File: config.mk
export PLATFORM = sky130hd
export DESIGN_NAME = crcu_chan_ctrl
export DESIGN_NICKNAME = d
export VERILOG_FILES = /design/src/rtl/crcu_chan_ctrl.sv
export SDC_FILE = /design/constraint.sdc
export NUM_CORES = 1
export LEC_CHECK = 0
export CORE_MARGIN = 3
export CORE_UTILIZATION = 54
export DETAILED_ROUTE_END_ITERATION = 8
export MAX_ROUTING_LAYER = met4
export PLACE_DENSITY = 0.77
export RECOVER_POWER = 25
export SLEW_MARGIN = 20
export SYNTH_ARGS = -nofsm -noshare
export SYNTH_HDL_FRONTEND = slang
export SYNTH_SLANG_ARGS = --single-unit
File: constraint.sdc
create_clock -name PCLK -period 2.89 [get_ports PCLK]
set_clock_uncertainty 0.05 [all_clocks]
set_input_delay 0.578 -clock PCLK [delete_from_list [all_inputs] [get_ports PCLK]]
set_output_delay 0.578 -clock PCLK [all_outputs]
set_load 0.02 [all_outputs]
File: src/rtl/crcu_chan_ctrl.sv
// Clock/reset channel controller: APB-programmed clock-enable dividers, per-channel
// reset FSMs with retriggerable hold pulses, and an ordered power-on release sequencer.
module crcu_chan_ctrl #(
    parameter int NUM_CH  = 8,
    parameter int SEQ_GAP = 16
) (
    input  logic              PCLK,
    input  logic              PRESETN,
    input  logic              PSEL,
    input  logic              PENABLE,
    input  logic              PWRITE,
    input  logic [31:0]       PADDR,
    input  logic [31:0]       PWDATA,
    output logic [31:0]       PRDATA,
    output logic              PREADY,
    output logic              PSLVERR,
    output logic [NUM_CH-1:0] ch_clk_en,
    output logic [NUM_CH-1:0] ch_rst_n
);

    localparam int          SEQ_MAX     = NUM_CH * SEQ_GAP;
    localparam int          CW          = $clog2(SEQ_MAX + 1);
    localparam logic [7:0]  STATUS_ADDR = 8'h40;
    localparam logic [31:0] CTRL_LIMIT  = 32'(4 * NUM_CH);

    typedef enum logic [1:0] {
        ST_OFF  = 2'd0,
        ST_RUN  = 2'd1,
        ST_HOLD = 2'd2
    } ch_state_t;

    logic [7:0]              addr_s;
    logic                    access_s;
    logic                    ctrl_hit_s;
    logic                    status_hit_s;
    logic                    err_s;
    logic                    wr_ok_s;
    logic                    rd_ok_s;
    logic [NUM_CH-1:0]       sel_s;
    logic [NUM_CH-1:0]       wr_s;
    logic [NUM_CH-1:0]       rst_req_s;
    logic [NUM_CH-1:0]       rel_s;
    logic [NUM_CH-1:0]       in_rst_s;
    logic [NUM_CH-1:0][31:0] ctrl_rd_s;
    logic [31:0]             ctrl_mux_s;
    logic [31:0]             status_s;
    logic [CW-1:0]           seq_cnt_r;
    logic [CW-1:0]           seq_inc_s;
    logic                    seq_done_r;
    logic                    unused_s;

    assign addr_s       = PADDR[7:0];
    assign access_s     = PSEL & PENABLE & PRESETN;
    assign ctrl_hit_s   = (addr_s[1:0] == 2'b00) && ({24'd0, addr_s} < CTRL_LIMIT);
    assign status_hit_s = (addr_s == STATUS_ADDR);
    assign err_s        = access_s & ((addr_s[1:0] != 2'b00) | ~(ctrl_hit_s | status_hit_s)
                                      | (status_hit_s & PWRITE));
    assign wr_ok_s      = access_s & PWRITE & ctrl_hit_s;
    assign rd_ok_s      = access_s & ~PWRITE & ~err_s;
    assign seq_inc_s    = seq_cnt_r + CW'(1);
    assign in_rst_s     = ~ch_rst_n;
    assign status_s     = {seq_done_r, 31'(in_rst_s)};
    assign unused_s     = ^{PADDR[31:8], PWDATA[31:24], PWDATA[7:2]};

    assign PREADY  = 1'b1;
    assign PSLVERR = err_s;
    assign PRDATA  = rd_ok_s ? (status_hit_s ? status_s : ctrl_mux_s) : 32'd0;

    // One-hot select of the addressed CTRL register for readback.
    always_comb begin
        ctrl_mux_s = 32'd0;
        for (int i = 0; i < NUM_CH; i++) begin
            ctrl_mux_s = ctrl_mux_s | (ctrl_rd_s[i] & {32{sel_s[i]}});
        end
    end

    // Power-on sequencer: free count that freezes once the last channel is released.
    always_ff @(posedge PCLK or negedge PRESETN) begin
        if (!PRESETN) begin
            seq_cnt_r  <= '0;
            seq_done_r <= 1'b0;
        end else if (!seq_done_r) begin
            seq_cnt_r  <= seq_inc_s;
            seq_done_r <= rel_s[NUM_CH-1];
        end
    end

    for (genvar k = 0; k < NUM_CH; k++) begin : g_ch
        logic       en_r;
        logic       en_nx_s;
        logic       clk_en_r;
        logic       rst_n_r;
        logic [7:0] div_r;
        logic [7:0] div_nx_s;
        logic [7:0] hold_r;
        logic [7:0] cnt_r;
        logic [7:0] cnt_nx_s;
        logic [7:0] hcnt_r;
        ch_state_t  state_r;

        assign sel_s[k]     = (addr_s[7:2] == 6'(k));
        assign wr_s[k]      = wr_ok_s & sel_s[k];
        assign rst_req_s[k] = wr_s[k] & PWDATA[1];
        assign rel_s[k]     = ~seq_done_r & (seq_inc_s == CW'((k + 1) * SEQ_GAP));
        assign ctrl_rd_s[k] = {8'd0, hold_r, div_r, 7'd0, en_r};
        assign ch_clk_en[k] = clk_en_r;
        assign ch_rst_n[k]  = rst_n_r;

        // Next divider state; the pulse is registered from these so it lines up with the count.
        always_comb begin
            en_nx_s  = en_r;
            div_nx_s = div_r;
            cnt_nx_s = 8'd0;
            if (wr_s[k]) begin
                en_nx_s  = PWDATA[0];
                div_nx_s = PWDATA[15:8];
                cnt_nx_s = 8'd0;
            end else if (en_r && (cnt_r != div_r)) begin
                cnt_nx_s = cnt_r + 8'd1;
            end else begin
                cnt_nx_s = 8'd0;
            end
        end

        // CTRL fields and divider counter.
        always_ff @(posedge PCLK or negedge PRESETN) begin
            if (!PRESETN) begin
                en_r     <= 1'b1;
                div_r    <= 8'd0;
                hold_r   <= 8'd15;
                cnt_r    <= 8'd0;
                clk_en_r <= 1'b0;
            end else begin
                en_r     <= en_nx_s;
                div_r    <= div_nx_s;
                hold_r   <= wr_s[k] ? PWDATA[23:16] : hold_r;
                cnt_r    <= cnt_nx_s;
                clk_en_r <= en_nx_s & (cnt_nx_s == div_nx_s);
            end
        end

        // Reset FSM: a write in HOLD reloads the count, so retrigger wins over expiry.
        always_ff @(posedge PCLK or negedge PRESETN) begin
            if (!PRESETN) begin
                state_r <= ST_OFF;
                hcnt_r  <= 8'd0;
                rst_n_r <= 1'b0;
            end else begin
                case (state_r)
                    ST_OFF: begin
                        if (rel_s[k]) begin
                            state_r <= ST_RUN;
                            rst_n_r <= 1'b1;
                        end
                    end
                    ST_RUN: begin
                        if (rst_req_s[k]) begin
                            state_r <= ST_HOLD;
                            hcnt_r  <= PWDATA[23:16];
                            rst_n_r <= 1'b0;
                        end
                    end
                    ST_HOLD: begin
                        if (rst_req_s[k]) begin
                            hcnt_r <= PWDATA[23:16];
                        end else if (hcnt_r == 8'd0) begin
                            state_r <= ST_RUN;
                            rst_n_r <= 1'b1;
                        end else begin
                            hcnt_r <= hcnt_r - 8'd1;
                        end
                    end
                    default: begin
                        state_r <= ST_OFF;
                        rst_n_r <= 1'b0;
                    end
                endcase
            end
        end
    end

endmodule
==> metrics.yaml, run 1 <==
status: "finished, final reports clean"
cp_slowest_stage_delay_ns: 0.59
dieArea_um2: 33800
yosysSeqAreaShare_pct: 44.25
grt_pass1_wl_mm: 78.85
cts.path.max_buffers: 3
nFillCells: 2299
drive_gt1_share_pct: 25.73
rsz0062_at_grt: "true"
hold_violations: 0
power_density_nw_per_um2: 544.0
grt-ovfl-total: 0
grt_pass1_vias: 15020
antenna_found_initial: 0
seqCellArea_um2: 7557
finalSetupTns_ns: 0
hold_path_class: "in2async"
period_share_pct: 99.79
fmax_mhz: 346.7
drtIter0Drc: 1240
path_cells: "buf_4 > or4b_4 > nor3_4 > buf_6 > nand2_1 > nand2_1 > a21oi_2 > nand3_1 > o211a_1 > buf_6"
synth-xor-area-share_pct: 7.999
required_ns: 2.26
fp.dieH_um: 183.8
drt-total-wl_mm: 50.02
core_um2: 30910
layout_common_cells: "dfrtp_1 (260), buf_4 (221), nand2_1 (160), nor2_1 (157), o21ai_0 (109)"
rows: 64
multiInputGateArea_um2: 9134
slowest_stage: "or4b_4"
grt_max_degree: 149
synth-main-ff-cell: "dfrtp_1"
clock_sinks: 300
synthAdderAreaFrac_pct: 2.491
hpwl_mm: 35.92
ys_types: 78
netlist_area_um2: 17080
avgRoutedWirePerCell_um: 20.08
vias: 15050
setup.worst_path.start_class: "primary input"
synthSimpleGateAreaFrac_pct: 17.23
syn_to_final_growth_pct: 25.48
start_util_pct: 55.26
numCtsBuffers: 35
tightest_slew_ns: 1.342
p_total_uw: 11660
synthCells: 1819
synth_mux_area_share_pct: 7.479
arrival_ns: 2.26
slew_viol_final: 0
dp_worst_setup_slack_ns: -0.9769
synthArstFlopShare_pct: 100.0
end_kind: "output port"
port_buffers: 72
clkLatencyLatePin_ns: 0.52
gp_congestion: 1.022
drtPass1Iterations: 6
maxSlewHeadroom_pct: 10.56
ys_ff_latch: 300
yosys_warnings: 0
tritoncts: "built"
htreeDepth: 2
cap_violations: 0
worstPathMaxFanout: 4
synth_top_family_by_area: "simple AND/OR/NAND/NOR gates"
leakage_uw: 0.01003
crit_type: "in2out"
grt_usage_pct: 30.07
io_pins: 119
drc: 0
num_antenna_cells: 0
vias_per_cell: 6.040
die_w_um: 183.8
root_buffer: "clkbuf_16"
setup_viol: 0
vdd_drop_max_mv: 0.5299
synth_edf_count: 0
final_common_cell: "dfrtp_1"
nNetsFinal: 2171
ant_nets: 0
worst_slack_ns: 0.006011
clk_pin_slew_ns: 0.06
avgSynthCellArea_um2: 9.390
synth_compound_area_share_pct: 15.13
hold_ws_ns: 0.3708
period_needed_ns: 2.884
[logic make-up (layout without fill, tap and decap cells)]
kind of cell / Yosys count / in the layout
xor+xnor: 156 / 156
simple gates: 598 / 598
flops: 300 / 300
mux: 115 / 115
other cells: 2 / 8
buf+inv: 208 / 478
compound gates: 406 / 406
fa+ha+maj: 34 / 34
[worst paths after layout]
| check | startpoint | end | slack, ns | depth (start not counted) |
|---|---|---|---|---|
| worst max-delay path | PADDR[3] | PRDATA[0] | 0.006 | 10 |
| worst min-delay path | PRESETN | g_ch[7].state_r[0] | 0.37 | 2 |
| worst max register to register | seq_cnt_r[0] | g_ch[5].state_r[0] | 0.33 | 6 |
| worst min register to register | g_ch[3].hold_r[2] | g_ch[3].hold_r[2] | 0.41 | 2 |
| max in group asynchronous | PRESETN | g_ch[6].cnt_r[0] | 0.53 | 3 |
| min in group PCLK | g_ch[3].hold_r[2] | g_ch[3].hold_r[2] | 0.41 | 2 |
[final cells by class]
cell class | instances | area share (%)
clock inverters | 19 | 0.8815
inverters | 96 | 1.681
multi-input cells | 1317 | 42.62
flip-flops and latches | 300 | 35.26
repair buffers | 318 | 12.51
well taps | 396 | 2.312
clock buffers | 45 | 4.740
[metrics by stage]
stage          instances  cell area [µm²]  utilization [%]
2_1_floorplan       1825            17240                -
3_3_place_gp        2415            19850            64.20
4_1_cts             2487            21180            68.54
6_report            2491            21430            69.34
3_5_place_dp        2415            19850            64.20
5_1_grt             2491            21430            69.34
[worst max-delay path, delay by kind of cell]
family                 cells  cell delay (ns)
AO/OA/AOI/OAI              2             0.26
buffers and inverters      3             0.41
AND/OR/NAND/NOR            5             1.02
[metal layers]
layer  vias up  GRT usage (%)  part of all wire [%]
met3       147          4.749                   6.3
met5         -              -                     0
li1       6931              -                     -
met2       559          48.11                    47
met1      7409          38.20                    42
met4         0          12.88                   4.6
[where the power goes]
part           leakage (µW)  internal (µW)  switching, µW
Combinational       0.00552            975           1270
Sequential          0.00390           4510            320
Clock              0.000610           2770           1820
Total                0.0100           8250           3410
[synth_stat cells, types with 40 or more instances]
cell / count / area share [%]
clkbuf_1: 67 / 1.5
o21ai_0: 109 / 3.2
nand3_1: 48 / 1.4
xor2_1: 89 / 4.6
nor2_1: 162 / 3.6
mux2_2: 76 / 5.0
inv_1: 94 / 2.1
nand2_1: 161 / 3.5
dfstp_2: 40 / 6.2
a22oi_1: 80 / 3.5
xnor2_1: 67 / 3.4
nor3_1: 61 / 1.8
a21oi_1: 98 / 2.9
dfrtp_1: 260 / 38
[timing repair]
item,CTS,global route
cloned,2,0
endpoints found under the setup margin,67,39
hold endpoints to repair,4,0
setup buffers,5,4
resized for setup,180,52
pin swaps,10,21
hold buffers,1,0
[flip-flops by register name, indices dropped and copies added (netlist names), 8 cells and up]
signal	flops
g_ch.div_r	64
g_ch.state_r	11
g_ch.hcnt_r	64
g_ch.en_r	8
g_ch.cnt_r	64
g_ch.clk_en_r	8
seq_cnt_r	8
g_ch.rst_n_r	8
g_ch.hold_r	64
Note: power is estimated with default switching activity, not from simulation.
==> inputs of run 2 (changes only) <==
--- a/config.mk
+++ b/config.mk
@@ -9,7 +9,7 @@
 export CORE_UTILIZATION = 54
 export DETAILED_ROUTE_END_ITERATION = 8
 export MAX_ROUTING_LAYER = met4
-export PLACE_DENSITY = 0.77
+export PLACE_DENSITY = 0.79
 export RECOVER_POWER = 25
 export SLEW_MARGIN = 20
 export SYNTH_ARGS = -nofsm -noshare
==> run 2 against run 1 <==
  * Total power fell by 2.6%
  * Final area is 1.3% lower
  * Sequential power barely moved
  * Count of clock-buffer cells in the layout increased by 5
  * First-iteration DRC count is 6.0% higher
  * Global-route usage is 0.20 points lower
  * Critical path depth shrank 2
  * Sequential cell count unchanged
  * Fmax rose by 0.73%
==> metrics.yaml, run 2 (synthesis results as in run 1) <==
tritoncts: "built"
vias: 15040
vias_per_cell: 6.083
worstPathMaxFanout: 8
cap_violations: 0
drc: 0
arrival_ns: 2.24
layout_common_cells: "dfrtp_1 (260), buf_4 (211), nor2_1 (159), nand2_1 (158), o21ai_0 (108)"
syn_to_final_growth_pct: 23.79
comb_power_share_pct: 19.0
drt-total-wl_mm: 49.94
end_kind: "output port"
avgRoutedWirePerCell_um: 20.20
path_cells: "buf_2 > or4b_4 > nor2_2 > buf_4 > buf_12 > a22oi_1 > a41oi_2 > buf_4"
crit_type: "in2out"
stdcell_area_um2: 21140
period_needed_ns: 2.863
nNetsFinal: 2154
clkLatencyLatePin_ns: 0.51
r2r_start: "seq_cnt_r[0]"
crit_top_cell: "buf_4"
port_buffers: 72
fmax_mhz: 349.3
setup_viol: 0
start_util_pct: 55.26
root_buffer: "clkbuf_16"
hold_path.startpoint: "g_ch[3].hold_r[2]"
core_um2: 30910
drtIter0Drc: 1314
status: "finished, final reports clean"
tightest_slew_ns: 0.9703
antenna_found_initial: 0
htreeDepth: 2
postCtsHoldBufs: 0
crit_start: "PADDR[2]"
setup.worst_path.start_class: "primary input"
cp_slowest_stage_delay_ns: 0.57
final_common_cell: "dfrtp_1"
ant_nets: 0
maxSlewHeadroom_pct: 35.11
period_share_pct: 99.07
io_pins: 119
grt_usage_pct: 29.86
vdd_drop_max_mv: 0.4656
hpwl_mm: 34.85
fp.dieH_um: 183.8
p_int_uw: 8079
grt_pass1_wl_mm: 78.88
placed_area_um2: 19750
drive_gt1_share_pct: 24.47
slew_viol_final: 0
rsz0062_at_grt: "true"
drtPass1Iterations: 6
num_antenna_cells: 0
switchingPower_uw: 3275
clk_pin_slew_ns: 0.06
hold_violations: 0
hold_path_class: "reg2reg"
finalNonFillerCells: 2472
rows: 64
numCtsBuffers: 34
required_ns: 2.26
clock_sinks: 300
gp_congestion: 0.9720
dieArea_um2: 33800
grt-ovfl-total: 0
dp_cells: 2401
slowest_stage: "or4b_4"
p_seq_share_pct: 42.5
grt_pass1_vias: 14850
leakage_uw: 0.009873
grt_max_degree: 142
power_density_nw_per_um2: 537.0
cts.path.max_buffers: 3
die_w_um: 183.8
switching_share_pct: 28.84
power_frac_clock_pct: 38.5
[run 2: cell types whose count changed in the layout (fill, tap and decap cells not counted), sizes merged]
cell and delta:
buf -14, or3 +1, clkinv -8, dlygate4sd3 -1, clkdlybuf4s50 +1, dlygate4sd2 +1, dlymetal6s2s -2, clkbuf +3
[run 2: worst paths after layout]
| kind | to | slack (ns) | cells after the start |
|---|---|---|---|
| setup reg to reg | g_ch[2].state_r[1] | 0.27 | 8 |
| max in group asynchronous | g_ch[4].hcnt_r[2] | 0.66 | 4 |
| hold reg to reg | g_ch[3].hold_r[2] | 0.41 | 2 |
| hold / removal | g_ch[3].hold_r[2] | 0.41 | 2 |
| min in group asynchronous | g_ch[1].div_r[4] | 0.55 | 3 |
| setup / recovery | PRDATA[23] | 0.03 | 8 |
[run 2: power by group through the flow]
| stage | logic [µW] | clock network [µW] | registers, µW |
|---|---|---|---|
| 3_5_place_dp | 2070 | 0 | 4890 |
| 3_3_place_gp | 1980 | 0 | 4870 |
| 4_1_cts | 2110 | 4440 | 4820 |
| 6_report | 2150 | 4380 | 4820 |
| 5_1_grt | 2430 | 4610 | 4860 |
| 2_1_floorplan | 1370 | 0 | 4790 |
[run 2: routing by layer]
layer  vias to the layer above  GRT usage (%)  part of all wire [%]
li1                       6890              -                     -
met1                      7422          38.08                    41
met2                       588          49.37                    49
met3                       136          3.581                   6.5
met4                         0          10.98                   4.1
met5                         -              -                     0
[run 2: layout make-up]
| class | instances | area, µm² |
|---|---|---|
| Fill cell | 2302 | 9767 |
| Multi-Input combinational cell | 1318 | 9089 |
| Sequential cell | 300 | 7557 |
| Timing Repair Buffer | 301 | 2525 |
| Clock buffer | 50 | 982.2 |
| Tap cell | 396 | 495.5 |
| Inverter | 96 | 360.3 |
| Clock inverter | 11 | 133.9 |
[run 2: worst max-delay path: cells and delay by family]
kind	cells	cell delay (ns)
AOI/OAI and AO/OA	2	0.33
buffers and inverters	4	0.60
and+or+nand+nor	2	0.71
[run 2: what timing repair did]
action / CTS / global route
cloned: 2 / 0
gates resized for setup: 182 / 37
buffers inserted: 8 / 1
pin swaps: 19 / 17
endpoints found under the setup margin: 73 / 31
[run 2: metrics by stage]
stage               hold slack (ns)  setup TNS (ns)  worst slack [ns]  utilization (%)  total power (µW)
global route                 0.4258        -0.09998          -0.03718            68.40             11900
CTS                          0.3344               0           0.01728            67.90             11360
floorplan                    0.2324         -0.1469           -0.1344                -              6157
detailed placement           0.3995          -81.02            -1.051            63.90              6956
global placement             0.3964          -71.67           -0.8630            63.90              6854
finish                       0.4128               0           0.02678            68.40             11350
==> inputs of run 3 (changes only) <==
==> constraint.sdc (replaced) <==
create_clock -name PCLK -period 2.4 [get_ports PCLK]
set_clock_uncertainty 0.05 [all_clocks]
set_input_delay 0.48 -clock PCLK [delete_from_list [all_inputs] [get_ports PCLK]]
set_output_delay 0.48 -clock PCLK [all_outputs]
set_load 0.02 [all_outputs]
==> run 3 against run 2 <==
  * Final area is 10% higher
  * Highest routed layer unchanged
  * Largest cell class unchanged
  * The flow now finishes with violations (setup timing)
  * Clock power is 23% higher
  * First-iteration DRC count is 19% higher
  * Global-route usage is 2.1 points higher
  * Sequential power is 21% higher
==> metrics.yaml, run 3 (synthesis results as in run 1) <==
status: "complete, but fails checks"
violations: "setup timing"
hpwl_mm: 35.68
hold_ws_ns: 0.2492
fp.dieH_um: 183.8
worstPathMaxFanout: 4
io_pins: 119
vdd_drop_max_mv: 0.5667
rsz0062_at_grt: "true"
grt_max_degree: 121
rows: 64
antenna_found_initial: 1
core_um2: 30910
power_frac_clock_pct: 36.1
crit_type: "in2out"
tritoncts: "built"
clkLatencyLatePin_ns: 0.53
avgRoutedWirePerCell_um: 23.78
r2r_slack_ns: -0.12
leakage_uw: 0.01064
switching_share_pct: 31.72
port_buffers: 72
grt_pass1_vias: 16060
vias: 16640
grt-ovfl-total: 0
drtIter0Drc: 1568
nFillCells: 1849
r2r_cells: 8
drtPass1Iterations: 5
root_buffer: "clkbuf_16"
final_common_cell: "dfrtp_1"
drc: 0
switchingPower_uw: 4726
cts.path.max_buffers: 3
drt-total-wl_mm: 61.06
clk_pin_slew_ns: 0.06
worst_slack_ns: -0.4820
start_util_pct: 55.26
numCtsBuffers: 34
vias_per_cell: 6.483
tightest_slew_ns: 1.122
setup_viol: 68
grt_pass1_wl_mm: 84.36
period_needed_ns: 2.882
hold_violations: 0
maxSlewHeadroom_pct: 25.21
syn_to_final_growth_pct: 36.11
comb_power_share_pct: 24.7
p_seq_share_pct: 39.2
setup.worst_path.start_class: "primary input"
required_ns: 1.87
p_int_uw: 10170
clock_sinks: 300
htreeDepth: 2
worstReg2RegEnd: "g_ch[2].clk_en_r"
layout_common_cells: "dfrtp_1 (260), buf_4 (238), nand2_1 (151), nor2_1 (138), inv_1 (90)"
arrival_ns: 2.35
hold_path_class: "in2async"
die_w_um: 183.8
period_share_pct: 120.1
gp_congestion: 0.9955
cap_violations: 0
slew_viol_final: 0
r2r_start: "g_ch[2].div_r[2]"
drive_gt1_share_pct: 33.96
finalSetupTns_ns: -12.28
nNetsFinal: 2248
final_util_pct: 75.21
ant_nets: 0
end_kind: "output port"
power_density_nw_per_um2: 640.8
grt_usage_pct: 31.96
dieArea_um2: 33800
fmax_mhz: 347.0
crit_start: "PADDR[2]"
## run 3: cell count changes in the layout (fill, tap and decap cells not counted), moves of 21 or more
cell	change
buf_4	+27
buf_6	+67
nor2_1	-21
o21ai_0	-59
o21ai_1	+36
## run 3: final cells by class
cell class,count,area [µm²],share of cell area [%]
Antenna cell,1,2.502,0.01076
Clock buffer,48,953.4,4.101
Clock inverter,13,165.2,0.7104
Inverter,96,367.9,1.582
Multi-Input combinational cell,1321,10080,43.34
Sequential cell,300,7557,32.51
Tap cell,396,495.5,2.131
Timing Repair Buffer,392,3631,15.62
## run 3: critical path: stages
cell and delay (ns):
buf_8 0.10, buf_4 0.12, buf_6 0.11, nand4bb_1 0.11, buf_6 0.16, nor2_2 0.07
buf_4 0.15, a22oi_1 0.53, a41oi_2 0.29, buf_4 0.23
## run 3: worst max-delay path by stage
stage	to	slack (ns)	cells after the start
final	PRDATA[13]	-0.48	10
after global routing	PRDATA[12]	-0.44	10
after CTS	PRDATA[23]	-0.28	7
after detailed placement	g_ch[4].clk_en_r	-1.27	11
after global placement	PRDATA[19]	-1.14	7
after floorplan	g_ch[4].clk_en_r	-0.50	9
## run 3: stage by stage
step	std cells	setup slack [ns]	instance area, µm²	power, µW
after floorplan	1825	-0.5000	17570	7565
after global placement	2432	-1.138	20110	8454
after detailed placement	2432	-1.274	20110	8608
after CTS	2523	-0.2847	21930	14070
after global routing	2567	-0.4432	23250	15450
final	2567	-0.4820	23250	14900
## run 3: layer usage
layer  vias to the layer above  part of all wire, %  GRT usage (%)  wire length, µm
li1                       7114                    -              -                -
met1                      8153                   35          38.68            21600
met2                      1023                   47          51.42            28750
met3                       352                  9.9          5.125             6053
met4                         0                  7.6          17.48             4651
met5                         -                    0              -                0
## run 3: repair_timing
item	4_1_cts	5_1_grt
gates cloned	5	8
pin swaps	49	88
endpoints found under the setup margin	158	94
hold endpoints to repair	7	0
resized for setup	277	249
setup buffers	24	44
hold buffers	2	0
## run 3: power by group through the flow
stage | Combinational (µW) | Sequential, µW | Clock, µW
after floorplan | 1800 | 5770 | 0
after global placement | 2620 | 5840 | 0
after detailed placement | 2750 | 5850 | 0
after CTS | 2920 | 5780 | 5370
after global routing | 3960 | 5880 | 5600
final | 3680 | 5840 | 5370
